### src/rtl/linear_layer_start_fifo_rd_ctrl.sv
// Read-side controller for a shift-register channel: drives the storage write-enable
// and read address, tracks occupancy and holds the head entry in a registered FWFT stage.
module linear_layer_start_fifo_rd_ctrl #(
    parameter int unsigned DATA_WIDTH = 1,
    parameter int unsigned ADDR_WIDTH = 1,
    parameter int unsigned DEPTH      = 2
) (
    input  logic                  clk,
    input  logic                  ap_rst_n,
    input  logic                  if_write_ce,
    input  logic                  if_write,
    output logic                  if_full_n,
    output logic                  srl_we,
    output logic [ADDR_WIDTH-1:0] srl_addr,
    input  logic [DATA_WIDTH-1:0] srl_dout,
    input  logic                  if_read_ce,
    input  logic                  if_read,
    output logic                  if_empty_n,
    output logic [DATA_WIDTH-1:0] if_dout
);

    localparam int unsigned CNT_WIDTH = $clog2(DEPTH + 1);
    localparam logic [CNT_WIDTH-1:0] DEPTH_C = CNT_WIDTH'(DEPTH);

    generate
        if (DEPTH > (2 ** ADDR_WIDTH)) begin : g_bad_depth
            $error("DEPTH does not fit in ADDR_WIDTH");
        end
    endgenerate

    logic [CNT_WIDTH-1:0]  r_count;
    logic [CNT_WIDTH-1:0]  w_count_d;
    logic [CNT_WIDTH-1:0]  w_count_m1;
    logic                  r_dout_valid;
    logic [DATA_WIDTH-1:0] r_dout;
    logic                  w_push;
    logic                  w_pop;
    logic                  w_load;

    assign if_full_n  = (r_count < DEPTH_C);
    assign if_empty_n = r_dout_valid;
    assign if_dout    = r_dout;

    assign w_push = if_write & if_write_ce & if_full_n;
    assign w_pop  = if_read & if_read_ce & r_dout_valid;
    // The head register refills whenever storage is non-empty and the head is free or leaving.
    assign w_load = (r_count != '0) & (~r_dout_valid | w_pop);

    assign srl_we     = w_push;
    assign w_count_m1 = r_count - CNT_WIDTH'(1);
    assign srl_addr   = (r_count != '0) ? ADDR_WIDTH'(w_count_m1) : '0;

    // On push & load the oldest entry is read pre-shift and the next one lands at count-1.
    always_comb begin
        w_count_d = r_count;
        if (w_push && !w_load) begin
            w_count_d = r_count + CNT_WIDTH'(1);
        end else if (w_load && !w_push) begin
            w_count_d = w_count_m1;
        end
    end

    always_ff @(posedge clk or negedge ap_rst_n) begin
        if (!ap_rst_n) begin
            r_count <= '0;
        end else begin
            r_count <= w_count_d;
        end
    end

    always_ff @(posedge clk or negedge ap_rst_n) begin
        if (!ap_rst_n) begin
            r_dout_valid <= 1'b0;
            r_dout       <= '0;
        end else if (w_load) begin
            r_dout_valid <= 1'b1;
            r_dout       <= srl_dout;
        end else if (w_pop) begin
            r_dout_valid <= 1'b0;
        end
    end

endmodule

### config.mk
export PLATFORM = sky130hd
export DESIGN_NAME = linear_layer_start_fifo_rd_ctrl
export DESIGN_NICKNAME = d
export VERILOG_FILES = /design/src/rtl/linear_layer_start_fifo_rd_ctrl.sv
export SDC_FILE = /design/constraint.sdc
export NUM_CORES = 1
export LEC_CHECK = 0
export ABC_AREA = 1
export BUFFER_PORTS_ARGS = -buffer_cell sky130_fd_sc_hd__buf_2
export CELL_PAD_IN_SITES_DETAIL_PLACEMENT = 1
export CELL_PAD_IN_SITES_GLOBAL_PLACEMENT = 2
export CORE_AREA = 2 2 39 41
export DETAILED_ROUTE_END_ITERATION = 10
export DIE_AREA = 0 0 41 43
export HOLD_SLACK_MARGIN = 0.1
export PLACE_DENSITY_LB_ADDON = 0.08
export SLEW_MARGIN = 15
export SYNTH_ARGS = -nofsm -noshare
export SYNTH_HDL_FRONTEND = slang
export SYNTH_SLANG_ARGS = --single-unit
### constraint.sdc
create_clock -name clk -period 1.3 [get_ports clk]
set_input_delay 0.065 -clock clk [delete_from_list [all_inputs] [get_ports clk]]
set_output_delay 0.065 -clock clk [all_outputs]
set_load 0.1 [all_outputs]
== Word level (Yosys, flattened, before mapping) ==
Cells that the tools add are included.

* Bitwise gates (word level): 7
* Reductions and logical operators: 7
* Order comparisons: 1
* Add/subtract/negate cells: 2
* Multiplexer cells: 5

{| class="wikitable"
|+ Operators by type and width
! operator !! count
|-
| $reduce_bool A2 Y1 || 3
|-
| $and A1 B1 Y1 || 5
|-
| $mux W2 || 2
|-
| $mux W1 || 3
|-
| $add A2 B1 Y2 const B || 1
|-
| $logic_and A1 B1 Y1 || 2
|-
| $logic_not A1 Y1 || 2
|-
| $lt A2 B2 Y1 const B || 1
|-
| $sub A2 B1 Y2 const B || 1
|-
| $not A1 Y1 || 1
|-
| $or A1 B1 Y1 || 1
|}

* Input port bits: 7
* Bits in registers: 4
* Output and inout port bits: 5

== Depth between registers and ports, before layout ==
* Word-level depth: 7
* Depth in mapped cells: 9
* Mapped depth without buffers: 9

== Worst setup path after synthesis ==
No wires, ideal clock.

* Path kind: register to register
* From: register r_count[1]
* To: register r_count[1]
* Library setup time: 65 ps
* Arrival time: 2366 ps
* Setup slack: -1131 ps
* Period minus slack after synthesis: 2431 ps
* Cell stages (with the launch flop): 5
* Buffers on the path: 0
* Cell sequence: dfrtp_1 nor2_1 ha_1 nand3b_1 nand2_1

* Cells in the longest elaborated chain, start to end: 5

{| class="wikitable"
|+ Ends and longest elaborated chain
! item !! RTL line !! source
|-
| start: declaration || 31 || <nowiki>logic [CNT_WIDTH-1:0] r_count;</nowiki>
|-
| start signal: assignment || 67 || <nowiki>r_count <= w_count_d;</nowiki>
|-
| $lt A2 B2 Y1 * || 40 || <nowiki>assign if_full_n = (r_count < DEPTH_C);</nowiki>
|-
| $and A1 B1 Y1 * || 44 || <nowiki>assign w_push = if_write & if_write_ce & if_full_n;</nowiki>
|-
| via srl_we || 13 || <nowiki>output logic srl_we,</nowiki>
|-
| $logic_not A1 Y1 || 58 || <nowiki>end else if (w_load && !w_push) begin</nowiki>
|-
| $logic_and A1 B1 Y1 || 58 ||
|-
| $reduce_bool A2 Y1 (no source line) || n/a ||
|}

Mark *: on every way through the listed nets, which the timed path passes. The rest lies on a longest branch. The select of a mux whose other input is x is not followed.
A chain may end at the register's enable or synchronous reset.

== Final worst setup path ==
* From: register r_count[1]
* To: register r_count[1]

* Cells in the longest elaborated chain, start to end: 5

{| class="wikitable"
|+ Ends and longest elaborated chain
! item !! RTL line
|-
| $lt A2 B2 Y1 / $reduce_bool A2 Y1 (equally long branches) || 40, 47
|-
| $and A1 B1 Y1 (on tied branches) || 44, 47
|-
| $logic_not A1 Y1 (on tied branches) || 58, 56
|-
| $logic_and A1 B1 Y1 (on tied branches) || 58, 56
|-
| $reduce_bool A2 Y1 (no source line) / $mux W2 (equally long branches) || n/a
|}

Several ways; a longest one is shown, not always the timed one. The select of a mux whose other input is x is not followed.

==> impl_results.md <==
* Outcome: finished, violations left
* Violations in the final reports: negative setup slack
* Leading post-synthesis cells by cell area: dfrtp_1 (44%), ha_1 (16%), nand2_1 (15%), inv_1 (8.2%), nand2_2 (5.5%)
* NumNets Final at 59
* Detailed-route DRC error count at 0
* Height of the die at 43 um
* Master of the slowest instance on the critical path: dfrtp_2
* First-pass GRT wire length at 938 um
* Layout cells sized above 1 at 56.3%
* Arrival time worst endpoint at 1.44 ns
* Top-level port count at 12
* GR Util All Layers at 9.44%
* Clock skew after layout at 0.00574 ns
* Cell taking the most area after synthesis: dfrtp_1
* Final Slew Violations at 0
* Top-area cell type share of the netlist area at 44.0%
* Cell Rows at 14
* Clock tree from TritonCTS: built
* Remaining antenna violation count at 0
* EDFF count, synth at 0
* Worst Setup End Kind: flip-flop
* Aggregate global routing overflow at 0
* Data required, critical path at 1.43 ns
* Final setup violation count at 1
* Number of fillers in the final layout at 165
* Cell mode on critical path: ha_4
* Crit share post-route at 101%
* TritonCTS sink count at 4
* Average cell area after synthesis at 8.43 sq um
* Wire length per cell at 9.75 um
* Top cells by count, synth: nand2_1 (9), inv_1 (5), dfrtp_1 (4)
* Number of different library cells in the post-synthesis netlist at 9
* CTS clock-pin slew for the worst setup and hold paths at 0.04 ns
* Vias in the first global route at 243
* Placer Congestion at 0.648
* Detail-routed via count per cell at 3.77
* Worst skew pair latency at 0.24 ns
* Effective utilization at floorplan at 16.5%
* Mapped Area at 228 sq um
* Fmax at 0.762 GHz
* Number of storage elements in the synthesis netlist at 4
* Maximum fanout count along the critical path at 3
* Core Region at 1380 sq um
* Transition time of the tightest slew-check pin at 0.484 ns
* Dominant register cell in the synthesized netlist: dfrtp_1
* Crit path launch type: flip-flop
* Number of maximum-capacitance violations at 0
* Post-DP Area at 408 sq um
* Die Outline Area at 1760 sq um
* Share of synthesized flip-flops with an asynchronous set or reset at 100%
* Routed wire length at 624 um
* Largest stage delay on the critical path at 0.38 ns
* Buffer type at the clock tree root: clkbuf_4
* Maximum clock path buffer count at 2
* Number of antenna cells inserted at 0
* Number of cells produced by synthesis at 27
* Worst setup path category: reg -> reg
* Antenna violations before repair at 0
* Layout Cell Area excl Fill at 475 sq um
* Cells along the critical path: clkinvlp_4 > ha_4 > inv_4 > nand2_4 > ha_4 > nand3b_1 > nand2_1
* Min Tclk post-route at 1.31 ns
* Drt pass-1 iters at 2
* Multi-input gate area at 149 sq um
* Number of buffers added by the clock tree synthesis step at 3
* Area added between synthesis and finish at 109%
* Final-layout worst hold slack at 0.149 ns
* Register area at 101 sq um
* Synthesized net count at 37
* Sequential area share after synthesis at 44.0%
* Setup repair after global routing missed its margin: yes
* Most frequently used cell type in the post-synthesis netlist: nand2_1
* X dimension of the die at 41 um
* Worst slew margin relative to its limit at 67.9%
* Cell class contributing the biggest share of worst-path delay: adder cells
* Number of warning messages in the yosys log at 0
* Post-route setup slack at -0.0116 ns
* Clock H-tree levels at 1
* Count of routing violations after the opening detailed-route iteration at 1
* Buffers and inverters on the worst path at 2
* Worst hold-check path type: in -> reg
* Maximum number of pins on one net before global-route repair at 5
* Via count at 241
* Number of I/O port buffers at 11
* Total count of hold-check failures in the final report at 0
[logic make-up after synthesis]
group | Yosys count | synth area share (%)
flip-flops | 4 | 44.0
buffers and inverters | 5 | 8.24
adder cells (fa/ha/maj) | 3 | 16.5
AND/OR/NAND/NOR | 14 | 27.5
XOR/XNOR | 1 | 3.85
[stage by stage]
step | setup WS [ns] | instances | util (%) | TNS, ns
floorplan | -0.560 | 27 | - | -1.37
global placement | -0.0293 | 57 | 29.5 | -0.0293
detailed placement | -0.0410 | 57 | 29.5 | -0.0410
CTS | -0.0193 | 64 | 33.9 | -0.0193
global route | -0.0725 | 64 | 34.4 | -0.0890
finish | -0.0116 | 64 | 34.4 | -0.0116
[worst paths after layout]
path | start | to | slack, ns | cells after the start
worst max register to register | r_count[1] | r_count[1] | -0.01 | 7
worst min register to register | if_dout | if_dout | 0.47 | 2
worst min-delay path | if_read_ce | if_empty_n | 0.15 | 4
max in group asynchronous | ap_rst_n | r_count[1] | 1.01 | 2
min in group asynchronous | ap_rst_n | r_count[0] | 0.16 | 2
worst max-delay path | r_count[1] | r_count[1] | -0.01 | 7
[layer usage]
layer / track usage [%] / wire length, um
met3: 6.28 / 46
met4: 10.0 / 19
met1: 7.72 / 229
met5: 0 / 0
met2: 13.4 / 328
[worst reg2reg max path, cell delays in order, from the launching register on]
cell	delay, ns
dfrtp_2	0.38
clkinvlp_4	0.12
ha_4	0.18
inv_4	0.06
nand2_4	0.05
ha_4	0.27
nand3b_1	0.10
nand2_1	0.05
[timing repair]
item                                    4_1_cts  5_1_grt
gates cloned                                  0        0
pin swaps                                     4        0
buffers inserted                              1        0
gates resized for setup                       2        2
endpoints found under the setup margin        2        4
hold buffers                                  2        0
endpoints found under the hold margin         5        0
[flip-flops by register name (all words and copies together) (netlist names)]
name        cells
r_count         2
if_dout         1
if_empty_n      1
[final cells by class]
cell class	instances	share of cell area, %
Tap cell	16	4.21
Sequential cell	4	21.3
Timing Repair Buffer	17	32.4
Multi-Input combinational cell	18	31.3
Inverter	5	5.26
Clock buffer	4	5.53
[cell usage in the layout (no fill, tap or decap)]
master / n
clkbuf_4: 3
nand3_1: 1
dlygate4sd3_1: 2
buf_2: 8
nor2_4: 1
inv_1: 3
clkinvlp_4: 1
buf_12: 3
dfrtp_1: 3
nand2_1: 9
nand2_4: 1
buf_4: 3
xnor2_1: 1
ha_4: 2
buf_6: 1
nand2_2: 1
nand3b_1: 1
ha_2: 1
clkbuf_1: 1
inv_4: 1
dfrtp_2: 1
Power is left out: the tool's default activity adds up to more than one toggle a clock period on the data nets, which glitch-free logic cannot reach.
